===== src/rtl/deserializer.sv =====
// Serial-to-parallel receiver: gathers Depth slices of Width bits, lowest slice first,
// and presents the rebuilt word in a one-word holding register with a valid/ready
// handshake so the next word can assemble while the previous one waits.
module deserializer #(
  parameter int unsigned Depth = 1,
  parameter int unsigned Width = 1
) (
  input  logic                   clock_i,
  input  logic                   reset_i,
  input  logic [Width-1:0]       serial_in_i,
  input  logic                   serial_valid_i,
  output logic                   serial_ready_o,
  input  logic                   abort_i,
  output logic [Depth*Width-1:0] parallel_out_o,
  output logic                   out_valid_o,
  input  logic                   out_ready_i,
  output logic                   busy_o
);

  localparam int unsigned WordW = Depth * Width;
  localparam int unsigned CntW  = (Depth > 1) ? $clog2(Depth) : 1;
  localparam logic [CntW-1:0] LastCnt = CntW'(Depth - 1);

  logic [CntW-1:0]  count_q, count_d;
  logic [WordW-1:0] word_q, word_d;
  logic             out_valid_q, out_valid_d;

  logic             last_slot;
  logic             accept;
  logic             final_beat;
  logic [WordW-1:0] next_word;

  // Handshake decode; only the final beat can stall, and only behind an untaken word.
  always_comb begin
    last_slot      = (count_q == LastCnt);
    serial_ready_o = ~(last_slot & out_valid_q & ~out_ready_i);
    accept         = serial_valid_i & serial_ready_o & ~abort_i;
    final_beat     = accept & last_slot;
  end

  // Assembly path: the newest slice enters at the top and older slices move toward the LSB.
  if (Depth == 1) begin : g_single
    assign next_word = serial_in_i;
  end else begin : g_multi
    // Only the upper Depth-1 slices are kept; the lowest would be shifted out on the
    // final beat anyway.
    localparam int unsigned AsmW = WordW - Width;

    logic [AsmW-1:0] assembly_q, assembly_d;

    assign next_word = {serial_in_i, assembly_q};

    // Shift in the new slice on every accepted beat; stale bits after abort are overwritten.
    always_comb begin
      assembly_d = assembly_q;
      if (accept) begin
        assembly_d = next_word[WordW-1:Width];
      end
    end

    // Assembly register.
    always_ff @(posedge clock_i) begin
      if (reset_i) begin
        assembly_q <= '0;
      end else begin
        assembly_q <= assembly_d;
      end
    end
  end

  // Beat counter and holding-register next state.
  always_comb begin
    count_d     = count_q;
    word_d      = word_q;
    out_valid_d = out_valid_q;

    if (out_valid_q && out_ready_i) begin
      out_valid_d = 1'b0;
    end

    if (abort_i) begin
      count_d = '0;
    end else if (final_beat) begin
      count_d     = '0;
      word_d      = next_word;
      out_valid_d = 1'b1;
    end else if (accept) begin
      count_d = count_q + CntW'(1);
    end
  end

  // Counter, holding register and valid flag.
  always_ff @(posedge clock_i) begin
    if (reset_i) begin
      count_q     <= '0;
      word_q      <= '0;
      out_valid_q <= 1'b0;
    end else begin
      count_q     <= count_d;
      word_q      <= word_d;
      out_valid_q <= out_valid_d;
    end
  end

  assign parallel_out_o = word_q;
  assign out_valid_o    = out_valid_q;
  assign busy_o         = (count_q != '0);

  // The counter must never run past the last slot.
  a_count_bound: assert property (@(posedge clock_i) disable iff (reset_i)
    count_q <= LastCnt);

  // An untaken word must neither vanish nor change under the consumer.
  a_hold_word: assert property (@(posedge clock_i) disable iff (reset_i)
    (out_valid_q && !out_ready_i) |=> (out_valid_q && $stable(word_q)));

endmodule


===== config.mk =====
export PLATFORM = sky130hd
export DESIGN_NAME = deserializer
export DESIGN_NICKNAME = d
export VERILOG_FILES = /design/src/rtl/deserializer.sv
export SDC_FILE = /design/constraint.sdc
export NUM_CORES = 1
export LEC_CHECK = 0
export ABC_CLOCK_PERIOD_IN_PS = 2180
export CORE_AREA = 4 4 41 43
export CTS_CLUSTER_SIZE = 10
export DETAILED_ROUTE_END_ITERATION = 10
export DIE_AREA = 0 0 45 47
export GPL_ROUTABILITY_DRIVEN = 0
export GPL_TIMING_DRIVEN = 1
export PLACE_DENSITY = 0.34
export SYNTH_ARGS = -nofsm -noshare
export SYNTH_HDL_FRONTEND = slang
export SYNTH_SLANG_ARGS = --single-unit

===== constraint.sdc =====
create_clock -name clock_i -period 2.18 [get_ports clock_i]
set_input_delay 0.218 -clock clock_i [delete_from_list [all_inputs] [get_ports clock_i]]
set_output_delay 0.218 -clock clock_i [all_outputs]
set_load 0.005 [all_outputs]

---- Word level (Yosys, flattened, before mapping) ----
Cells that the tools add are included.
W data, S select, Z words.
cells by class
  $lt $le $gt $ge ......................... 0
  equality and inequality tests ........... 0
  multiplexer cells ....................... 3
  $mul .................................... 0
  divide/modulo/power cells ............... 0
  shift operators ......................... 0
  add/sub/neg operators ................... 1
  reductions and logical operators ........ 3
  bitwise gates (word level) .............. 9
operators by type and width
  operator               count
  $and A1 B1 Y1          5
  $not A1 Y1             4
  $mux W1                3
  $reduce_or A3 Y1       1
  $reduce_and A2 Y1      1
  $add A1 B1 Y1 const B  1
  $logic_and A1 B1 Y1    1
storage, ports and cells
  output and inout port bits .............. 4
  register bits after elaboration ......... 3
  RAM bits ................................ 0
  memories kept ........................... 0
  ROM bits ................................ 0
  bits in latches ......................... 0
  logic and storage cells ................. 19

---- Longest topological paths before layout ----
  depth in word-level cells ............... 9
  depth in mapped cells ................... 3
  gate-level depth less buffers ........... 3

---- Least setup slack after synthesis ----
Ideal clock, no wire load.
  kind .................................... register to output
  from .................................... register out_valid_q (netlist: out_valid_o)
  to ...................................... output port serial_ready_o
  buffers on the path ..................... 0
  stages on the path, launching flop included .. 3
  required time ........................... 1962 ps
  setup slack ............................. 1224 ps
  data arrival time ....................... 738 ps
  cell sequence ........................... dfxtp_1 -> nor2b_4 -> or2b_1
between the ends
  longest elaborated chain between the ends .. 3
RTL lines
  what                         RTL line  RTL
  start, declared              26        logic out_valid_q, out_valid_d;
  start signal, assigned       101       out_valid_q <= out_valid_d;
  $and A1 B1 Y1 (2 in series)  36        serial_ready_o = ~(last_slot & out_valid_q & ~out_ready_i);
  $not A1 Y1                   36
  end, declared                12        output logic serial_ready_o,
Every way passes these cells.

---- Worst setup path in the final report ----
  from .................................... input port out_ready_i
  to ...................................... output port serial_ready_o
between the ends
  longest elaborated chain between the ends .. 3
RTL lines
  what             RTL line  RTL
  start, declared  16        input logic out_ready_i,
  $not A1 Y1       36
  $and A1 B1 Y1    36
  $not A1 Y1       36
Every way passes these cells.

==> key figures <==
Setup path
  – WP data arrival: around 1.5 ns
  – Crit Path Max Fanout: 3
  – Critical path required time: 1.96 ns
  – Worst r2r src: out_valid_o$_SDFF_PP0_
  – Worst path max stage delay: ~0.45 ns
  – Critical Path, Cell by Cell: clkdlybuf4s50_1 > nor2b_4 > or2b_1 > clkdlybuf4s50_1
  – CP Launch Point: out_ready_i
  – Reg2reg setup slack: between 1 and 1.5 ns
  – Crit. End Element: output port
  – CP startpoint kind: input pin
  – Worst path slowest cell: clkdlybuf4s50_1
  – Delay-heaviest family, CP: buffers and inverters
  – Crit path top cell by count: clkdlybuf4s50_1
  – Crit path buf inv count: 2
  – WS Path Type: input pin to output port

Placement
  – Pre-CTS setup slack: roughly 0.44 ns
  – Placed cells: 35
  – PortBufs: 9

Timing
  – Unrepaired setup endpoints after global routing: false
  – Worst-case clock skew: 0.00260 ns
  – Fin crit period: between 1.5 and 2 ns
  – Slew Limit Fails: 0
  – # setup viols final: 0
  – F_max: ~0.6 GHz
  – Period utilization: 0.787
  – Slew margin rel.: 0.836
  – Worst-margin pin slew: about 0.24 ns
  – Setup TNS: 0 ns
  – Fin worst setup slack: about 0.46 ns
  – Endpoints failing hold: 0

Yosys
  – Seq/Total Area, Yosys: 0.410
  – Synth Cell Area: about 150 sq um
  – Mean post-synth cell area: 13.3 sq um
  – Unique masters post-synth: 8
  – Synth warnings: 0
  – Synthesized flop and latch total: 3
  – Net count after synthesis: 17
  – Syn Inst Count: 11

Global routing
  – Vias in the first global route: around 140
  – Total track usage: 0.0489
  – Initial antenna violation count: 0
  – First-pass GRT wire length: 593 um
  – Remaining Overflow, GRT: 0
  – Pin count of the biggest net entering global routing: 5

Route
  – Post-route ant nets: 0
  – Vias/cell: ~3.2
  – DRC: 0
  – Vias: between 100 and 150
  – DR iter-0 viols: 1
  – Final WL: roughly 370 um
  – Routed len/inst: between 9 and 10 um
  – Pre-antenna DRT Iters: 2

Clock tree
  – Post-CTS resize count: 0
  – CTS root buf: clkbuf_4
  – H-tree depth: 1
  – CTS tree: yes
  – Clock sinks: 3
  – Post-CTS setup buffers: 0
  – Num CTS Buffers: 3
  – Max clock buf depth: 2
  – Hold buffer count at cts: 0
  – Reg clk slew, reported paths: approximately 0.04 ns
  – Worst skew pair latency: approximately 0.23 ns

Die
  – Chip Width: between 40 and 50 um
  – Initial Util: 0.112
  – Die Y: ~47 um
  – Top Ports: 10
  – Core region area: between 1000 and 1500 sq um
  – Full die area: about 2100 sq um
  – Row Count: 13

Final layout
  – # nets final: 31
  – Fillers: around 150
  – Antenna cell count: 0
  – Layout area overhead: 92.3%
  – Share of layout cells above drive strength 1: 0.250
  – Non-Filler Instances: 39

Min path
  – HP Class: register to register
  – Hold path start: parallel_out_o$_SDFFE_PP0P_

Power
  – Pwr Density: roughly 640 nW/um^2
  – P_leak: a little under 0.0001 uW
  – Peak supply drop: 0.174 mV

Status
  – Run status: finished clean

Flow run
  – Maximum Capacitance Violations: 0
==> synthesized netlist by cell type (all sizes together) <==
cell / n / area (sq um)
or2b: 1 / 7.51
mux2i: 1 / 10.0
nor2b: 1 / 13.8
o21ba: 1 / 10.0
nand2b: 2 / 12.5
dfxtp: 3 / 60.1
nor4b: 2 / 32.5
==> where the power goes <==
part / internal (uW) / leakage [uW] / switching, uW
Clock: 68.6 / 0.0000150 / 28.9
Sequential: 57.2 / 0.0000245 / 1.07
Combinational: 18.3 / 0.0000599 / 7.06
Total: 144 / 0.0000993 / 37.0
==> state kept, by name, indices dropped and copies added (netlist names) <==
register and flops:
busy_o 1, parallel_out_o 1, out_valid_o 1
==> worst paths after layout <==
check | end | cells after the start
hold reg to reg | parallel_out_o$_SDFFE_PP0P_ | 2
setup reg to reg | parallel_out_o$_SDFFE_PP0P_ | 3
setup / recovery | serial_ready_o | 4
hold / removal | parallel_out_o$_SDFFE_PP0P_ | 2
==> cells by family after synthesis <==
logic type / count (synthesis) / synth area share
AND/OR/NAND/NOR: 6 / 0.453
flip-flops: 3 / 0.410
AO/OA/AOI/OAI: 1 / 0.0684
multiplexers: 1 / 0.0684
==> layout by cell type, fill, tap and decap left out, drive strengths merged <==
| master | netlist | layout |
|---|---|---|
| o21ba | 1 | 1 |
| dfxtp | 3 | 3 |
| nand2b | 2 | 2 |
| nor4b | 2 | 2 |
| nor2b | 1 | 1 |
| clkbuf | 0 | 4 |
| clkdlybuf4s50 | 0 | 9 |
| mux2i | 1 | 1 |
| or2b | 1 | 1 |
==> metal layers <==
metal	track usage	up-vias	wire length, um
li1	-	65	-
met1	0.0454	53	155
met2	0.0480	8	165
met3	0.0613	0	50
met4	0.0526	0	0
met5	0	-	0
==> worst min-delay path, stage by stage (launching register included) <==
cell and delay [ns]:
dfxtp_1 0.31, nand2b_1 0.07, mux2i_1 0.06
==> through the flow <==
| step | hold WS, ns | power (uW) | instance area (sq um) | util |
|---|---|---|---|---|
| after detailed placement | 0.481 | 85.1 | 255 | 0.196 |
| after CTS | 0.495 | 189 | 282 | 0.216 |
| after floorplan | 0.294 | 67.7 | 146 | - |
| after global placement | 0.459 | 84.4 | 255 | 0.196 |
| after global routing | 0.526 | 196 | 282 | 0.216 |
| final | 0.487 | 181 | 282 | 0.216 |
==> final cells by class <==
| cell class | count | area, sq um | share of cell area |
|---|---|---|---|
| tap | 15 | 18.8 | 0.0667 |
| multi-input combinational | 8 | 86.3 | 0.307 |
| timing repair buffer | 9 | 90.1 | 0.320 |
| clock buffer | 4 | 26.3 | 0.0933 |
| sequential | 3 | 60.1 | 0.213 |
Power figures use the tool's default switching activity.
